### src/rtl/pipelined_mul_unit_if.sv
`default_nettype none
// ============================================================================
// Module   : pipelined_mul_unit_if
// Brief    : Issue/retire handshake bundle for the pipelined multiplier.
// Revision : 1.0 - initial release
// ============================================================================
interface pipelined_mul_unit_if #(
    parameter int WIDTH = 32,
    parameter int TAG_W = 5
);
    logic             in_valid;
    logic             in_ready;
    logic [1:0]       in_op;
    logic [WIDTH-1:0] in_a;
    logic [WIDTH-1:0] in_b;
    logic [TAG_W-1:0] in_tag;
    logic             out_valid;
    logic             out_ready;
    logic [WIDTH-1:0] out_result;
    logic [TAG_W-1:0] out_tag;

    // Producer/consumer side.
    modport master (
        output in_valid, in_op, in_a, in_b, in_tag, out_ready,
        input  in_ready, out_valid, out_result, out_tag
    );

    // Multiplier side.
    modport slave (
        input  in_valid, in_op, in_a, in_b, in_tag, out_ready,
        output in_ready, out_valid, out_result, out_tag
    );
endinterface
`default_nettype wire

### src/rtl/pipelined_mul_unit.sv
`default_nettype none
// ============================================================================
// Module   : pipelined_mul_unit
// Brief    : Fully pipelined RV32M-style multiplier (MUL/MULH/MULHSU/MULHU),
//            retiring BITS_PER_STAGE multiplier bits per registered stage.
// Revision : 1.0 - initial release
// ============================================================================
module pipelined_mul_unit #(
    parameter int WIDTH          = 32,
    parameter int BITS_PER_STAGE = 4,
    parameter int TAG_W          = 5
) (
    input  logic                 clk,
    input  logic                 reset,
    input  logic                 flush,
    pipelined_mul_unit_if.slave  bus
);

    localparam int c_stages = WIDTH / BITS_PER_STAGE;
    localparam int c_last   = c_stages - 1;
    localparam int c_ext_w  = WIDTH + 1;
    localparam int c_acc_w  = 2 * WIDTH + 2;

    localparam logic [1:0] c_op_mul    = 2'b00;
    localparam logic [1:0] c_op_mulh   = 2'b01;
    localparam logic [1:0] c_op_mulhsu = 2'b10;

    typedef logic signed [c_acc_w-1:0] acc_t;
    typedef logic        [c_ext_w-1:0] ext_t;

    function automatic acc_t widen(input ext_t v);
        return acc_t'({{(c_acc_w - c_ext_w){v[c_ext_w-1]}}, v});
    endfunction

    // Sum of a * 2^(shift+j) for every set bit j of the multiplier slice.
    function automatic acc_t chunk_sum(
        input ext_t                      a,
        input logic [BITS_PER_STAGE-1:0] bits,
        input int                        shift
    );
        acc_t a_w;
        acc_t sum;
        a_w = widen(a);
        sum = '0;
        for (int j = 0; j < BITS_PER_STAGE; j++) begin
            if (bits[j]) begin
                sum = sum + (a_w <<< (shift + j));
            end
        end
        return sum;
    endfunction

    // Stage registers
    logic [c_stages-1:0] r_valid;
    acc_t                r_acc [c_stages];
    ext_t                r_a   [c_stages];
    ext_t                r_b   [c_stages];
    logic [1:0]          r_op  [c_stages];
    logic [TAG_W-1:0]    r_tag [c_stages];

    logic                r_out_valid;
    logic [WIDTH-1:0]    r_out_result;
    logic [TAG_W-1:0]    r_out_tag;

    // Combinational
    logic                w_advance;
    logic                w_accept;
    logic                w_a_signed;
    logic                w_b_signed;
    ext_t                w_a_ext;
    ext_t                w_b_ext;
    acc_t                w_src_acc [c_stages];
    ext_t                w_src_a   [c_stages];
    ext_t                w_src_b   [c_stages];
    logic [1:0]          w_src_op  [c_stages];
    logic [TAG_W-1:0]    w_src_tag [c_stages];
    acc_t                w_acc_nxt [c_stages];
    acc_t                w_product;
    logic [WIDTH-1:0]    w_result_sel;
    logic                w_unused_product_hi;

    assign w_advance = !r_out_valid || bus.out_ready;
    assign w_accept  = bus.in_valid && w_advance && !flush;

    assign w_a_signed = (bus.in_op == c_op_mulh) || (bus.in_op == c_op_mulhsu);
    assign w_b_signed = (bus.in_op == c_op_mulh);
    assign w_a_ext    = {w_a_signed && bus.in_a[WIDTH-1], bus.in_a};
    assign w_b_ext    = {w_b_signed && bus.in_b[WIDTH-1], bus.in_b};

    // Each stage's inputs: the issue port for stage 0, the previous stage otherwise.
    always_comb begin
        for (int s = 0; s < c_stages; s++) begin
            w_src_acc[s] = '0;
            w_src_a[s]   = w_a_ext;
            w_src_b[s]   = w_b_ext;
            w_src_op[s]  = bus.in_op;
            w_src_tag[s] = bus.in_tag;
        end
        for (int s = 1; s < c_stages; s++) begin
            w_src_acc[s] = r_acc[s-1];
            w_src_a[s]   = r_a[s-1];
            w_src_b[s]   = r_b[s-1];
            w_src_op[s]  = r_op[s-1];
            w_src_tag[s] = r_tag[s-1];
        end
    end

    always_comb begin
        for (int s = 0; s < c_stages; s++) begin
            w_acc_nxt[s] = w_src_acc[s]
                         + chunk_sum(w_src_a[s],
                                     w_src_b[s][s*BITS_PER_STAGE +: BITS_PER_STAGE],
                                     s * BITS_PER_STAGE);
        end
        // Extended-b top bit carries weight -2^WIDTH.
        if (w_src_b[c_last][WIDTH]) begin
            w_acc_nxt[c_last] = w_acc_nxt[c_last] - (widen(w_src_a[c_last]) <<< WIDTH);
        end
    end

    assign w_product           = r_acc[c_last];
    assign w_unused_product_hi = ^w_product[c_acc_w-1:2*WIDTH];

    always_comb begin
        w_result_sel = w_product[2*WIDTH-1:WIDTH];
        if (r_op[c_last] == c_op_mul) begin
            w_result_sel = w_product[WIDTH-1:0];
        end
    end

    // Control path: valids, output register.
    always_ff @(posedge clk) begin
        if (reset) begin
            r_valid      <= '0;
            r_out_valid  <= 1'b0;
            r_out_result <= '0;
            r_out_tag    <= '0;
        end else begin
            if (flush) begin
                r_valid     <= '0;
                r_out_valid <= 1'b0;
            end else if (w_advance) begin
                r_valid[0] <= w_accept;
                for (int s = 1; s < c_stages; s++) begin
                    r_valid[s] <= r_valid[s-1];
                end
                r_out_valid <= r_valid[c_last];
            end
            // Only real results are loaded so bubbles never disturb the output.
            if (w_advance && r_valid[c_last]) begin
                r_out_result <= w_result_sel;
                r_out_tag    <= r_tag[c_last];
            end
        end
    end

    // Datapath: contents are don't-care under a bubble, so no reset needed.
    always_ff @(posedge clk) begin
        if (w_advance) begin
            for (int s = 0; s < c_stages; s++) begin
                r_acc[s] <= w_acc_nxt[s];
                r_a[s]   <= w_src_a[s];
                r_b[s]   <= w_src_b[s];
                r_op[s]  <= w_src_op[s];
                r_tag[s] <= w_src_tag[s];
            end
        end
    end

    assign bus.in_ready   = w_advance;
    assign bus.out_valid  = r_out_valid;
    assign bus.out_result = r_out_result;
    assign bus.out_tag    = r_out_tag;

endmodule
`default_nettype wire

### src/flat_wrapper.sv
// flat-port wrapper written by rule: the top's interface ports become plain ports
module pipelined_mul_unit_flat 
#(
    parameter int WIDTH          = 32,
    parameter int BITS_PER_STAGE = 4,
    parameter int TAG_W          = 5
)
  (clk, reset, flush, bus_in_valid, bus_in_op, bus_in_a, bus_in_b, bus_in_tag, bus_out_ready, bus_in_ready, bus_out_valid, bus_out_result, bus_out_tag);
  pipelined_mul_unit_if #(.WIDTH(WIDTH), .TAG_W(TAG_W)) bus_i ();
  input  logic clk;
  input  logic reset;
  input  logic flush;
  input wire logic [$bits(bus_i.in_valid)-1:0] bus_in_valid;
  input wire logic [$bits(bus_i.in_op)-1:0] bus_in_op;
  input wire logic [$bits(bus_i.in_a)-1:0] bus_in_a;
  input wire logic [$bits(bus_i.in_b)-1:0] bus_in_b;
  input wire logic [$bits(bus_i.in_tag)-1:0] bus_in_tag;
  input wire logic [$bits(bus_i.out_ready)-1:0] bus_out_ready;
  output wire logic [$bits(bus_i.in_ready)-1:0] bus_in_ready;
  output wire logic [$bits(bus_i.out_valid)-1:0] bus_out_valid;
  output wire logic [$bits(bus_i.out_result)-1:0] bus_out_result;
  output wire logic [$bits(bus_i.out_tag)-1:0] bus_out_tag;
  assign bus_i.in_valid = bus_in_valid;
  assign bus_i.in_op = bus_in_op;
  assign bus_i.in_a = bus_in_a;
  assign bus_i.in_b = bus_in_b;
  assign bus_i.in_tag = bus_in_tag;
  assign bus_i.out_ready = bus_out_ready;
  assign bus_in_ready = bus_i.in_ready;
  assign bus_out_valid = bus_i.out_valid;
  assign bus_out_result = bus_i.out_result;
  assign bus_out_tag = bus_i.out_tag;
  pipelined_mul_unit #(.WIDTH(WIDTH), .BITS_PER_STAGE(BITS_PER_STAGE), .TAG_W(TAG_W)) u_core (.clk(clk), .reset(reset), .flush(flush), .bus(bus_i));
endmodule
### config.mk
export PLATFORM = sky130hd
export DESIGN_NAME = pipelined_mul_unit_flat
export DESIGN_NICKNAME = d
export VERILOG_FILES = /design/src/rtl/pipelined_mul_unit_if.sv /design/src/rtl/pipelined_mul_unit.sv /design/src/flat_wrapper.sv
export SDC_FILE = /design/constraint.sdc
export NUM_CORES = 2
export LEC_CHECK = 0
export CORE_UTILIZATION = 50
export DETAILED_ROUTE_END_ITERATION = 8
export PLACE_DENSITY = 0.7
export SLEW_MARGIN = 20
export SYNTH_ARGS = -nofsm -noshare
export SYNTH_HDL_FRONTEND = slang
export SYNTH_SLANG_ARGS = --single-unit
### constraint.sdc
create_clock -name clk -period 71.7 [get_ports clk]
set_clock_uncertainty 0.2 [all_clocks]
set_input_delay 17.925 -clock clk [delete_from_list [all_inputs] [get_ports clk]]
set_output_delay 17.925 -clock clk [all_outputs]
set_load 0.02 [all_outputs]
==> flow_summary.ini <==
[job]
drv_cap = 0

[worst_setup_path]
crit_slowest_cell = clkdlybuf4s50_1
startpoint_type = primary input
cpLargestDelayFamily = buffers and inverters
cp_cell_sequence = clkdlybuf4s50_1 > nor2b_1 > buf_4 > inv_8 > clkdlybuf4s50_1
setup.worst_path.class = primary input to output pin
max_stage_delay_ns = 0.92
cp.buffers_inverters = 4
end_kind = output pin
reg2regPathDepth = 57
worstPathMaxFanout = 65
arrival_ns = 19.96
crit_top_cell = clkdlybuf4s50_1
required_ns = 53.58
worstSetupPathDepth = 5
reg2reg_slack_ns = 58.40

[floorplanning]
rows = 169
io_pins = 115
initial_core_util = 0.5049
dieArea_mm2 = 0.2169
coreArea_mm2 = 0.2129
die_w_um = 465.7
fp.dieH_um = 465.7

[sta]
fin_ws_ns = 33.62
fin_setup_tns_ns = 0
setup_violations = 0
rsz0062_at_grt = no
slew_headroom = 0.2252
hold_viol = 0
period_minus_slack_ns = 38.08
fmax_ghz = 0.02626
tightest_slew_ns = 1.154
drv_slew = 0
fin_crit_sh = 0.5311

[routing]
drtIter0Drc = 5805
via_per_inst = 6.092
drc_errors = 0
wl_mm = 297.0
vias = 92700
final_antenna_net_count = 0
wl_per_cell_um = 19.52
drt-pass1-iter-count = 8

[yosys]
syn_inst = 12330
ys_ff_latch = 964
syn_area_mm2 = 0.1075
syn-num-nets = 13800
synth_top_flop_cell = edfxtp_1
async_reset_ff_frac = 0
ys_warn_count = 0
synth_edf_count = 918
ys_seq_area_frac = 0.2650
synth.avg_cell_area_um2 = 8.717
yosysUniqueCellTypes = 103

[power_and_ir_drop]
p_leak_nw = 52.27
swShare = 0.4496
power.share.clock = 0.142
combPwrFrac = 0.629
seqPwrFrac = 0.229
powerDensity_mw_per_mm2 = 37.74
switching_power_mw = 1.960
p_int_mw = 2.400
ir_worst_vdd_v = 0.00002670

[layout]
fillCellCount = 19000
final_nets = 13760
multi_input_area_mm2 = 0.07576
final_util = 0.5425
design_area_mm2 = 0.1155
seqCellArea_mm2 = 0.02849
area_growth_pct = 7.455
drive_above_1_share = 0.06568

[grt]
grt_max_degree = 192
grt_first_pass_wirelength_mm = 472.5
grt-ovfl-total = 0
antenna_found_initial = 2
grt_pass1_vias = 90280
grt_usage = 0.2651

[cts]
ctsHtreeMaxLevel = 3
tritoncts = yes
clockRootBuffer = clkbuf_16
cts.sinks = 964
path_clk_slew_ns = 0.06
clockBufferDepth = 3
cts.repair.resized = 0
numCtsBuffers = 113
post-cts-setup-buffer-count = 0
ctsHoldBuffers = 0
clkLatencyLatePin_ns = 0.84

[hold_path]
whs_path_depth = 0
holdCritPathClass = flip-flop to flip-flop

[run_status]
status = finished, final reports clean

[placed_design]
port_buffers = 114
placed_cell_area_mm2 = 0.1115
gp_congestion = 0.9525
hpwl_mm = 239.2
pre_cts_slack_ns = 33.53
-- state kept, by name, indices dropped and copies added, names as in the netlist --
name and cells:
u_core.bus.out_result 32, u_core.r_valid 8, u_core.r_a 231, u_core.r_b 119, u_core.bus.out_tag 5, u_core.r_tag 40
u_core.r_acc 512, u_core.bus.out_valid 1, u_core.r_op 16
-- worst reg2reg max path: cells and delay by family, from the launching register on --
kind / cells / cell delay, ns
simple gates: 17 / 2.60
fa+ha+maj: 5 / 1.76
buf+inv: 2 / 0.39
mux: 2 / 0.58
flops: 1 / 0.33
xor+xnor: 5 / 0.96
compound gates: 26 / 6.24
-- cell families (layout without fill, tap and decap cells) --
family | after synthesis | count (layout) | synth area share
compound gates | 4279 | 4279 | 0.2529
xor+xnor | 1211 | 1211 | 0.09904
fa+ha+maj | 1395 | 1395 | 0.1646
buf+inv | 872 | 933 | 0.03047
flops | 964 | 964 | 0.2650
mux | 462 | 462 | 0.04788
other cells | 0 | 3 | 0
simple gates | 3150 | 3150 | 0.1402
-- Yosys cell counts (18+ instances only) --
cell | count | share of area
nand2_1 | 816 | 0.028
and3_1 | 118 | 0.0069
or2_2 | 31 | 0.0018
a311oi_1 | 48 | 0.0039
o21ai_1 | 31 | 0.0014
a221o_1 | 24 | 0.0022
a21oi_1 | 1449 | 0.067
o21ai_0 | 754 | 0.035
dfxtp_1 | 46 | 0.0086
nor3_1 | 141 | 0.0066
o31ai_1 | 70 | 0.0049
clkbuf_1 | 308 | 0.011
edfxtp_1 | 918 | 0.26
mux2i_1 | 47 | 0.0044
xor2_1 | 394 | 0.032
xnor2_1 | 814 | 0.066
a211o_1 | 21 | 0.0017
or3_1 | 53 | 0.0031
nor4_1 | 18 | 0.0010
nand4_1 | 120 | 0.0070
a21o_1 | 796 | 0.056
a41oi_1 | 51 | 0.0042
and2_1 | 207 | 0.012
a21boi_0 | 37 | 0.0026
a31oi_1 | 124 | 0.0072
inv_1 | 520 | 0.018
nand2b_1 | 200 | 0.012
a2111oi_0 | 23 | 0.0019
o31a_1 | 21 | 0.0017
nand3_1 | 212 | 0.0099
buf_1 | 37 | 0.0013
mux2_2 | 414 | 0.043
fa_1 | 32 | 0.0060
a211oi_1 | 97 | 0.0068
nand3b_1 | 25 | 0.0017
o211ai_1 | 45 | 0.0031
nor2_1 | 944 | 0.033
and4_1 | 27 | 0.0022
a31o_2 | 31 | 0.0025
o21bai_1 | 198 | 0.014
nor2b_1 | 183 | 0.011
a221oi_1 | 22 | 0.0018
o21a_1 | 222 | 0.016
ha_1 | 1363 | 0.16
-- power by group through the flow --
stage	registers, mW	clock network [mW]	logic, mW
3_5_place_dp	1.01	0	2.68
2_1_floorplan	0.936	0	2.05
3_3_place_gp	1.01	0	2.61
5_1_grt	1.01	0.655	3.01
6_report	0.998	0.618	2.74
4_1_cts	1.00	0.635	2.70
-- area by class of cell --
cell class                 count  area share
multi-input combinational  10500      0.6558
sequential                   964      0.2466
tap                         2821     0.03055
clock buffer                 123     0.02489
inverter                     525     0.01712
timing repair buffer         192     0.01490
clock inverter                93     0.01012
antenna                        3  0.00006498
-- worst paths after layout --
kind / from / end
setup / recovery: bus_out_ready / bus_in_ready
hold / removal: u_core.r_tag[1][1] / u_core.r_tag[2][1]
setup reg to reg: u_core.r_b[0][4] / u_core.r_acc[0][129]
hold reg to reg: u_core.r_tag[1][1] / u_core.r_tag[2][1]
-- stage by stage --
step | hold slack [ns] | total power [mW] | std cells
4_1_cts | 0.1321 | 4.339 | 15220
2_1_floorplan | 0.2003 | 2.989 | 12330
5_1_grt | 0.1498 | 4.668 | 15220
3_5_place_dp | 0.2045 | 3.692 | 15000
3_3_place_gp | 0.2005 | 3.620 | 15000
6_report | 0.1336 | 4.360 | 15220
-- routing by layer --
metal | share of wire | wire length (µm) | GRT usage | up-vias
li1 | - | - | - | 45830
met1 | 0.43 | 126300 | 0.3177 | 44130
met2 | 0.48 | 142700 | 0.4679 | 2122
met3 | 0.035 | 10270 | 0.02334 | 626
met4 | 0.060 | 17730 | 0.1443 | 0
met5 | 0 | 0 | 0 | -
-- cells in the final DEF, fill, tap and decap left out, types with 110 or more instances in the layout --
cell type,n
nor2b_1,183
nor3_1,141
a31oi_1,123
xor2_1,394
clkbuf_16,113
a21oi_1,1449
nand3_1,212
mux2_2,414
xnor2_1,814
nand2b_1,200
o21bai_1,198
and3_1,118
o21ai_0,754
a21o_1,796
nor2_1,943
ha_1,1363
nand2_1,816
clkdlybuf4s50_1,110
o21a_1,222
inv_1,518
edfxtp_1,918
nand4_1,120
and2_1,206
Note: power is estimated with default switching activity, not from simulation.
